--- src/rtl/johnson_pkg.sv ---
// Shared constants and ring helpers for the Johnson counter tile.
// Legality check and ring-to-step decode used by the correction logic.
package johnson_pkg;

  localparam int JW      = 8;
  localparam int JPERIOD = 2 * JW;

  function automatic logic is_legal(input logic [JW-1:0] ring);
    logic [JW-1:0] inv;
    inv = ~ring;
    // ones anchored at bit 0 (incl. 00), or zeros anchored at bit 0
    return ((ring & (ring + 1'b1)) == '0) ||
           ((inv & (inv + 1'b1)) == '0);
  endfunction

  function automatic logic [3:0] ring_to_step(input logic [JW-1:0] ring);
    logic [3:0] n;
    n = '0;
    for (int i = 0; i < JW; i++) begin
      n = n + {3'b000, ring[i] ^ ring[JW-1]};
    end
    return ring[JW-1] ? 4'd8 + n : n;
  endfunction

endpackage

--- src/rtl/johnson_core.sv ---
// Self-correcting Johnson ring with a step index re-derived every edge.
// Illegal ring values restart the sequence from 00.
module johnson_core
  import johnson_pkg::*;
(
  input  logic          clk,
  input  logic          rst_n,
  output logic [JW-1:0] ring,
  output logic [3:0]    step,
  output logic          wrap
);

  logic          legal;
  logic [JW-1:0] ring_next;
  logic [3:0]    step_next;

  always_comb begin
    legal     = is_legal(ring);
    ring_next = '0;
    step_next = '0;
    if (legal) begin
      ring_next = {ring[JW-2:0], ~ring[JW-1]};
      step_next = ring_to_step(ring) + 4'd1;
    end
  end

  always_ff @(posedge clk or negedge rst_n) begin
    if (!rst_n) begin
      ring <= '0;
      step <= '0;
    end else begin
      ring <= ring_next;
      step <= step_next;
    end
  end

  assign wrap = (ring == 8'h80);

endmodule

--- src/rtl/tt_um_johnson.sv ---
// TinyTapeout tile: Johnson ring on uo_out, step/wrap on uio_out.
// All bidirectional pins are driven as outputs at all times.
module tt_um_johnson
  import johnson_pkg::*;
(
  input  logic       clk,
  input  logic       rst_n,
  input  logic       ena,
  input  logic [7:0] ui_in,
  input  logic [7:0] uio_in,
  output logic [7:0] uo_out,
  output logic [7:0] uio_out,
  output logic [7:0] uio_oe
);

  logic [JW-1:0] ring;
  logic [3:0]    step;
  logic          wrap;

  johnson_core u_core (
    .clk   (clk),
    .rst_n (rst_n),
    .ring  (ring),
    .step  (step),
    .wrap  (wrap)
  );

  assign uo_out  = ring;
  assign uio_out = {3'b000, wrap, step};
  assign uio_oe  = 8'hFF;

  logic unused_ok;
  assign unused_ok = &{1'b0, ena, ui_in, uio_in};

endmodule

--- config.mk ---
export PLATFORM = sky130hd
export DESIGN_NAME = tt_um_johnson
export DESIGN_NICKNAME = d
export VERILOG_FILES = /design/src/rtl/johnson_pkg.sv /design/src/rtl/johnson_core.sv /design/src/rtl/tt_um_johnson.sv
export SDC_FILE = /design/constraint.sdc
export NUM_CORES = 1
export LEC_CHECK = 0
export ABC_AREA = 1
export BUFFER_PORTS_ARGS = -buffer_cell sky130_fd_sc_hd__buf_2
export CORE_ASPECT_RATIO = 1.1
export CORE_MARGIN = 5
export CORE_UTILIZATION = 50
export DETAILED_ROUTE_END_ITERATION = 16
export PLACE_DENSITY = 0.8
export SYNTH_ARGS = -nofsm -noshare
export SYNTH_HDL_FRONTEND = slang
export SYNTH_SLANG_ARGS = --single-unit
--- constraint.sdc ---
create_clock -name clk -period 6 [get_ports clk]
set_input_delay 0.6 -clock clk [delete_from_list [all_inputs] [get_ports clk]]
set_output_delay 0.6 -clock clk [all_outputs]
set_load 0.005 [all_outputs]
Word level (Yosys, flattened, before mapping). Cells that the tools add are included.

Add/sub/neg operators: 10. Multiply operators: 0. Div/mod/pow operators: 0. $lt $le $gt $ge: 0. Equality and inequality tests: 1. Shift operators: 0. Mux-type cells: 3. Bitwise logic cells: 11. Reduce and logical (&&, ||, !) cells: 3.

Operator list (number): adder 4 x 1 -> 4 bit (5); adder 8 x 1 -> 8 bit (second input constant) (2); bitwise AND 8 bit (2); logical NOT 8 bit (2); == test 8 bit (second input constant) (1); 2-to-1 mux 4 bit (2); 2-to-1 mux 8 bit (1); inverter 8 bit (1); bitwise XOR 1 bit (7); adder 4 x 1 -> 4 bit (second input constant) (1); adder 4 bit (first input constant) (1); adder 1 x 1 -> 2 bit (1); logical OR 1 bit (1); inverter 1 bit (1).

Register bits after elaboration: 12. Bits in latches: 0. RAM bits: 0. Memory bits (read-only): 0. Input port bits: 19. Memories: 0.

Depth between registers and ports, before layout. Gate-level depths: netlist of run 1.

Word-level depth: 11. Mapped depth: 15. Gate-level depth less buffers: 15.

By module. Synthesis of run 1 repeated with hierarchy kept, for this count alone.

Cell total of the unflattened synthesis: 100. Area, all modules: 915.9 sq um.

By module, submodules not included: johnson_core (instances 1, cells each 86, area an instance 818.3 sq um, seq. area each 300.3 sq um); tt_um_johnson (instances 1, cells each 14, area an instance 97.6 sq um, seq. area each 0.0 sq um).

Worst setup path after synthesis of run 1. OpenSTA, ideal clock, no wires.

Kind: register -> register. Start: reg u_core.ring[0]. End: reg u_core.step[2]. Library setup time: 123 ps. Arrival: 2940 ps. Required time: 5877 ps. Slack: 2937 ps. Cell stages (with the launch flop): 10. Clock period less this slack: 3063 ps. Path through: dfrtp_1 inv_1 ha_1 fa_1 fa_1 ha_1 fa_1 ha_1 xor2_1 a21oi_2.

Word-level cells in the longest chain between the ends: 11.

Ends and longest elaborated chain: start: declaration (RTL line johnson_core.sv:8) `output logic [JW-1:0] ring,`; start signal: assignment (RTL line johnson_core.sv:32) `ring <= ring_next;`; bitwise XOR 1 bit (RTL line johnson_pkg.sv:20) `n = n + {3'b000, ring[i] ^ ring[JW-1]};`; adder 1 x 1 -> 2 bit (RTL line johnson_pkg.sv:20); adder 4 x 1 -> 4 bit (5 in a row) (RTL line johnson_pkg.sv:20); adder 4 bit (RTL line johnson_pkg.sv:22) `return ring[JW-1] ? 4'd8 + n : n;`; 2-to-1 mux 4 bit (RTL line johnson_pkg.sv:22); adder 4 x 1 -> 4 bit (RTL line johnson_core.sv:23) `step_next = ring_to_step(ring) + 4'd1;`; 2-to-1 mux 4 bit * (RTL line johnson_core.sv:21) `if (legal) begin`; via u_core.step_next[2] (RTL line johnson_core.sv:15) `logic [3:0] step_next;`; end signal: assignment (RTL line johnson_core.sv:33) `step <= step_next;`; end: declaration (RTL line johnson_core.sv:9) `output logic [3:0] step,`.

Mark *: on every way through the listed nets, which the timed path passes. The rest lies on a longest branch.

Final worst setup path of run 1.
Start: reg u_core.ring[7]. End: reg u_core.step[2].

The elaborated chain is that of the path after synthesis.

==> flow_metrics.tcl, run 1 <==
set metrics [dict create \
    root_buffer "clkbuf_4" \
    dr.pass1.iters 4 \
    final_nets 163 \
    register_area_um2 300 \
    numCtsBuffers 3 \
    worstSkewPairLatency_ns 0.27 \
    drive_above_1_share_pct 25.2 \
    peakVddDrop_v 0.0000821 \
    n_fill_cell 197 \
    cts_tree "done" \
    tightest_slew_ns 0.789 \
    setup_viol 0 \
    ys_ff_latch 12 \
    critPathMaxStageDelay_ns 0.67 \
    syn_avg_cell_area_um2 8.44 \
    die_h_um 57.0 \
    areaGrowthSynthToFinish_pct 5.48 \
    synthSimpleGateAreaFrac_pct 19.6 \
    outcome "finished, final reports clean" \
    grt_pass1_vias 759 \
    drc 0 \
    grt-ovfl-total 0 \
    antenna_found_initial 0 \
    drt_iter0_drc 11 \
    p_leak_uw 0.000609 \
    power_uw 150 \
    synthMuxAreaShare_pct 0 \
    slew_headroom_pct 47.2 \
    finalWorstSetupSlack_ns 2.61 \
    grt_pass1_wl_um 3260 \
    port_buffers 14 \
    critPathArrivalTime_ns 3.52 \
    fp.dieW_um 52.7 \
    synth_top_family_by_area "simple AND/OR/NAND/NOR gates" \
    hold_violations 0 \
    place_congestion 0.803 \
    post_cts_resized 0 \
    cp-start-kind "flop" \
    synth_cell_types 19 \
    hp-class "in -> async" \
    start_util_pct 51.3 \
    period_share_pct 56.4 \
    power.density_nw_per_um2 141 \
    clk_pin_slew_ns 0.08 \
    synth_compound_area_share_pct 9.71 \
    yosysWarnings 0 \
    fmaxAchievable_mhz 295 \
    grt_setup_unrepaired "no" \
    crit_chain "ha_1 -> inv_1 -> fa_1 -> fa_1 -> ha_1 -> fa_1 -> ha_1 -> xor2_1 -> a21oi_2" \
    core_um2 1960 \
    ys_seq_area_share_pct 29.9 \
    cts_setup_buffers 0 \
    crit_type "reg -> reg" \
    synth_adder_area_share_pct 17.2 \
    rows 17 \
    final-max-slew-violation-count 0 \
    clockBufferDepth 2 \
    antenna_cells 0 \
    holdBufCountCts 0 \
    finClkSkew_ns 0.00244 \
    wl_um 1950 \
    ios 43 \
    dp_slack_ns 2.64 \
    grt_max_degree 13 \
    r2r_cells 9 \
    r2r_start "u_core.ring[7]" \
    avgRoutedWirePerCell_um 12.3 \
    dp_hpwl_um 1570 \
    antenna_left 0 \
    rrSetupSlack_ns 2.61 \
    crit_path_end_kind "flop" \
    finalSetupTns_ns 0 \
    detailroute.via_count 801 \
    gr-usage-all-layers_pct 14.4 \
    netlist_area_um2 1000 \
    cp.required_ns 6.14 \
    synth_cells 119 \
    clkSinkCount 12 \
    fp.dieArea_um2 3010 \
    r2r-end "u_core.step[2]" \
    htree_levels 1 \
    multi_input_area_um2 552 \
    finalCriticalPeriod_ns 3.39 \
    max_cap_violations 0 \
    synth_xor_area_share_pct 4.36 \
    crit_fanout 12 \
    viasPerCell 5.04 \
    slowest_stage "dfrtp_1" \
]
-- cells by family (layout without fill, tap and decap cells) --
group                      count (synthesis)  in the layout
DFF                                       12             12
other                                      2             11
and+or+nand+nor                           44             44
buffers and inverters                     32             35
adders and majority gates                 12             12
AOI/OAI and AO/OA                         12             12
xor gates and xnor gates                   5              5
-- worst max-delay path, delay by kind of cell (launching register included) --
family,cells,cell delay (ns)
adders and majority gates,6,2.26
buffers and inverters,1,0.07
xor gates and xnor gates,1,0.19
DFF,1,0.67
AOI/OAI and AO/OA,1,0.04
-- power by group --
group	internal, uW	switching [uW]	total [uW]
logic	0.239	3.29	3.52
clock network	36.9	28.5	65.4
registers	80.8	0	80.8
total	118	31.8	150
-- worst max-delay path by stage --
stage	start	endpoint	cells past startpoint
after CTS	u_core.ring[7]	u_core.step[2]	9
final	u_core.ring[7]	u_core.step[2]	9
after global routing	u_core.ring[7]	u_core.step[2]	9
after detailed placement	u_core.ring[7]	u_core.step[2]	9
after global placement	u_core.ring[7]	u_core.step[2]	9
after floorplan	u_core.ring[0]	u_core.step[2]	9
-- metal layers --
metal | up-vias | wire [um] | part of all wire [%] | track usage [%]
met5 | - | 0 | 0 | 0
li1 | 375 | - | - | -
met3 | 10 | 72 | 3.7 | 0
met2 | 31 | 971 | 50 | 23.0
met4 | 0 | 93 | 4.8 | 11.7
met1 | 385 | 815 | 42 | 17.8
-- cell type report --
cell class | instances | share of cell area [%]
repair buffers | 14 | 6.61
well taps | 28 | 3.31
multi-input cells | 84 | 52.1
flip-flops and latches | 12 | 28.3
inverters | 17 | 6.26
clock buffers | 4 | 3.42
-- cell usage after synthesis --
master | count | share of area (%)
nor2_1 | 5 | 1.9
a21oi_2 | 10 | 8.7
nand2_2 | 2 | 1.2
dfrtp_1 | 12 | 30
inv_4 | 1 | 0.62
buf_4 | 13 | 9.7
o21ai_1 | 1 | 0.50
fa_1 | 3 | 6.0
nand2_1 | 23 | 8.6
nand3_1 | 10 | 5.0
conb_1 | 2 | 0.75
ha_1 | 9 | 11
nor2_2 | 1 | 0.62
a21oi_1 | 1 | 0.50
buf_6 | 2 | 2.2
xor2_1 | 5 | 4.4
inv_1 | 16 | 6.0
nand3_2 | 1 | 1.0
nand4_1 | 2 | 1.2
-- flip-flops by register name (all words and copies together) (netlist names) --
signal / count
u_core.step: 4
u_core.ring: 8
-- metrics by stage --
stage	instances	hold slack [ns]	util, %	area [um^2]
after floorplan	128	0.304	-	1040
after global routing	159	0.213	54.2	1060
final	159	0.193	54.2	1060
after CTS	159	0.194	54.2	1060
after detailed placement	155	0.495	52.3	1020
after global placement	155	0.487	52.3	1020
-- layout by cell type, fill, tap and decap left out, types with 2 or more instances in the layout --
cell type and count:
a21oi_2 10, buf_2 14, clkbuf_4 3, conb_1 11
dfrtp_1 12, fa_1 3, ha_1 9, inv_1 16
nand2_1 23, nand2_2 2, nand3_1 10, nand4_1 2
nor2_1 5, xor2_1 5
(Power assumes the default switching activity.)
==> run 2, diff against run 1 <==
CORE_UTILIZATION = 47   (was 50)
PLACE_DENSITY = 0.76   (was 0.8)
clock period = 3.2 ns   (was 6 ns; I/O delays follow)
==> run 2 against run 1 <==
  * Non-clock buffer count grew 8
  * Worst hold slack improved by 0.25 ns
  * Die area grew 5.2%
  * Largest power group unchanged
==> flow_metrics.tcl, run 2 (synthesis gave the netlist of run 1 again) <==
set metrics [dict create \
    outcome "finished, final reports clean" \
    p_leak_uw 0.000643 \
    die_h_um 58.5 \
    grt-ovfl-total 0 \
    dp_hpwl_um 1550 \
    htree_levels 1 \
    grt_max_degree 13 \
    clk_pin_slew_ns 0.08 \
    final_nets 171 \
    fmaxAchievable_mhz 327 \
    place_congestion 0.836 \
    finClkSkew_ns 0.00750 \
    rows 17 \
    start_util_pct 49.7 \
    setup_viol 0 \
    reg_top3 "u_core.ring x8, u_core.step x4" \
    grt_setup_unrepaired "no" \
    fp.dieArea_um2 3160 \
    antenna_cells 0 \
    layout_common_cells "23 x nand2_1, 14 x buf_2, 13 x inv_1" \
    final-max-slew-violation-count 0 \
    viasPerCell 5.01 \
    drt_iter0_drc 20 \
    n_fill_cell 182 \
    worstSkewPairLatency_ns 0.28 \
    antenna_left 0 \
    cp.required_ns 3.37 \
    path_buf_inv 3 \
    hold_violations 0 \
    dr.pass1.iters 5 \
    finalCriticalPeriod_ns 3.06 \
    clkSinkCount 12 \
    critPathMaxStageDelay_ns 0.56 \
    cp_top_family "adder cells" \
    gr-usage-all-layers_pct 14.7 \
    root_buffer "clkbuf_4" \
    power_uw 281 \
    hp-class "in -> async" \
    tightest_slew_ns 0.788 \
    port_buffers 14 \
    finalSetupTns_ns 0 \
    max_cap_violations 0 \
    slowest_stage "fa_1" \
    rrSetupSlack_ns 0.14 \
    areaGrowthSynthToFinish_pct 15.6 \
    crit_fanout 4 \
    slew_headroom_pct 47.3 \
    crit_type "reg -> reg" \
    wl_um 2170 \
    peakVddDrop_v 0.000201 \
    regMostFlops "u_core.ring" \
    crit_path_end_kind "flop" \
    core_um2 2020 \
    numCtsBuffers 3 \
    cp-start-kind "flop" \
    period_share_pct 95.6 \
    fp.dieW_um 54.1 \
    clockBufferDepth 2 \
    cts_tree "done" \
    avgRoutedWirePerCell_um 13.0 \
    fin_util_pct 57.5 \
    drive_above_1_share_pct 35.3 \
    largest_register_ffs 8 \
    antenna_found_initial 0 \
    grt_pass1_vias 810 \
    critPathArrivalTime_ns 3.23 \
    detailroute.via_count 837 \
    crit_chain "ha_4 -> inv_2 -> fa_1 -> fa_1 -> ha_2 -> fa_1 -> nand2_1 -> inv_1 -> nand3_1 -> nand3_1 -> nand2_1 -> nand2_1 -> inv_1" \
    drc 0 \
    power.density_nw_per_um2 242 \
    ios 43 \
    layout_commonest_cell "nand2_1" \
    grt_pass1_wl_um 3510 \
]
[run 2: cell count changes in the layout (fill, tap and decap cells not counted)]
cell / before / now
buf_4: 0 / 7
dlygate4sd3_1: 0 / 1
inv_2: 0 / 3
xor2_1: 5 / 4
dfrtp_2: 0 / 1
ha_4: 0 / 2
dfrtp_1: 12 / 11
ha_1: 9 / 5
xor2_2: 0 / 1
inv_1: 16 / 13
ha_2: 0 / 2
[run 2: routing by layer]
layer | global-route usage (%) | vias up | wire (um)
li1 | - | 390 | -
met1 | 17.2 | 397 | 825
met2 | 24.7 | 41 | 1090
met3 | 5.06 | 9 | 212
met4 | 4.98 | 0 | 44
met5 | 0 | - | 0
[run 2: path summary, 6_finish.rpt]
path	cells past startpoint	to	start
worst min register to register	2	u_core.ring[2]	u_core.ring[1]
min in group clk	2	u_core.ring[2]	u_core.ring[1]
worst max-delay path	13	u_core.step[3]	u_core.ring[7]
max in group asynchronous	2	u_core.ring[7]	rst_n
worst min-delay path	2	u_core.ring[4]	rst_n
worst max register to register	13	u_core.step[3]	u_core.ring[7]
[run 2: report_power, final]
group | switching (uW) | internal [uW]
clock | 52.7 | 69.2
sequential | 0 | 151
combinational | 6.24 | 1.24
total | 58.9 | 222
[run 2: stage by stage]
stage | hold WS [ns] | setup WS (ns) | cells | cell area [um^2]
floorplan | 0.0244 | 0.137 | 128 | 1040
global placement | 0.209 | 0.110 | 159 | 1050
detailed placement | 0.215 | 0.0650 | 159 | 1050
CTS | 0.444 | 0.0231 | 164 | 1100
global route | 0.446 | 0.00162 | 167 | 1160
finish | 0.441 | 0.140 | 167 | 1160
[run 2: worst register-to-register path, delay by kind of cell (launching register included)]
kind                     cells  cell delay (ns)
buffers and inverters        3             0.12
AND/OR/NAND/NOR              5             0.34
flip-flops                   1             0.44
adder cells (fa/ha/maj)      5             2.04
[run 2: cell type report]
class	instances	area, um^2	area share [%]
clock buffers	4	36.3	3.13
inverters	17	66.3	5.71
multi-input cells	84	589	50.8
flip-flops and latches	12	302	26.0
well taps	28	35.0	3.02
repair buffers	22	133	11.4
[run 2: repair_timing]
item	in CTS	in global routing
hold buffers	1	0
gates resized for setup	0	9
endpoints found under the hold margin	12	0
setup endpoints to repair	0	3
buffers inserted	0	3
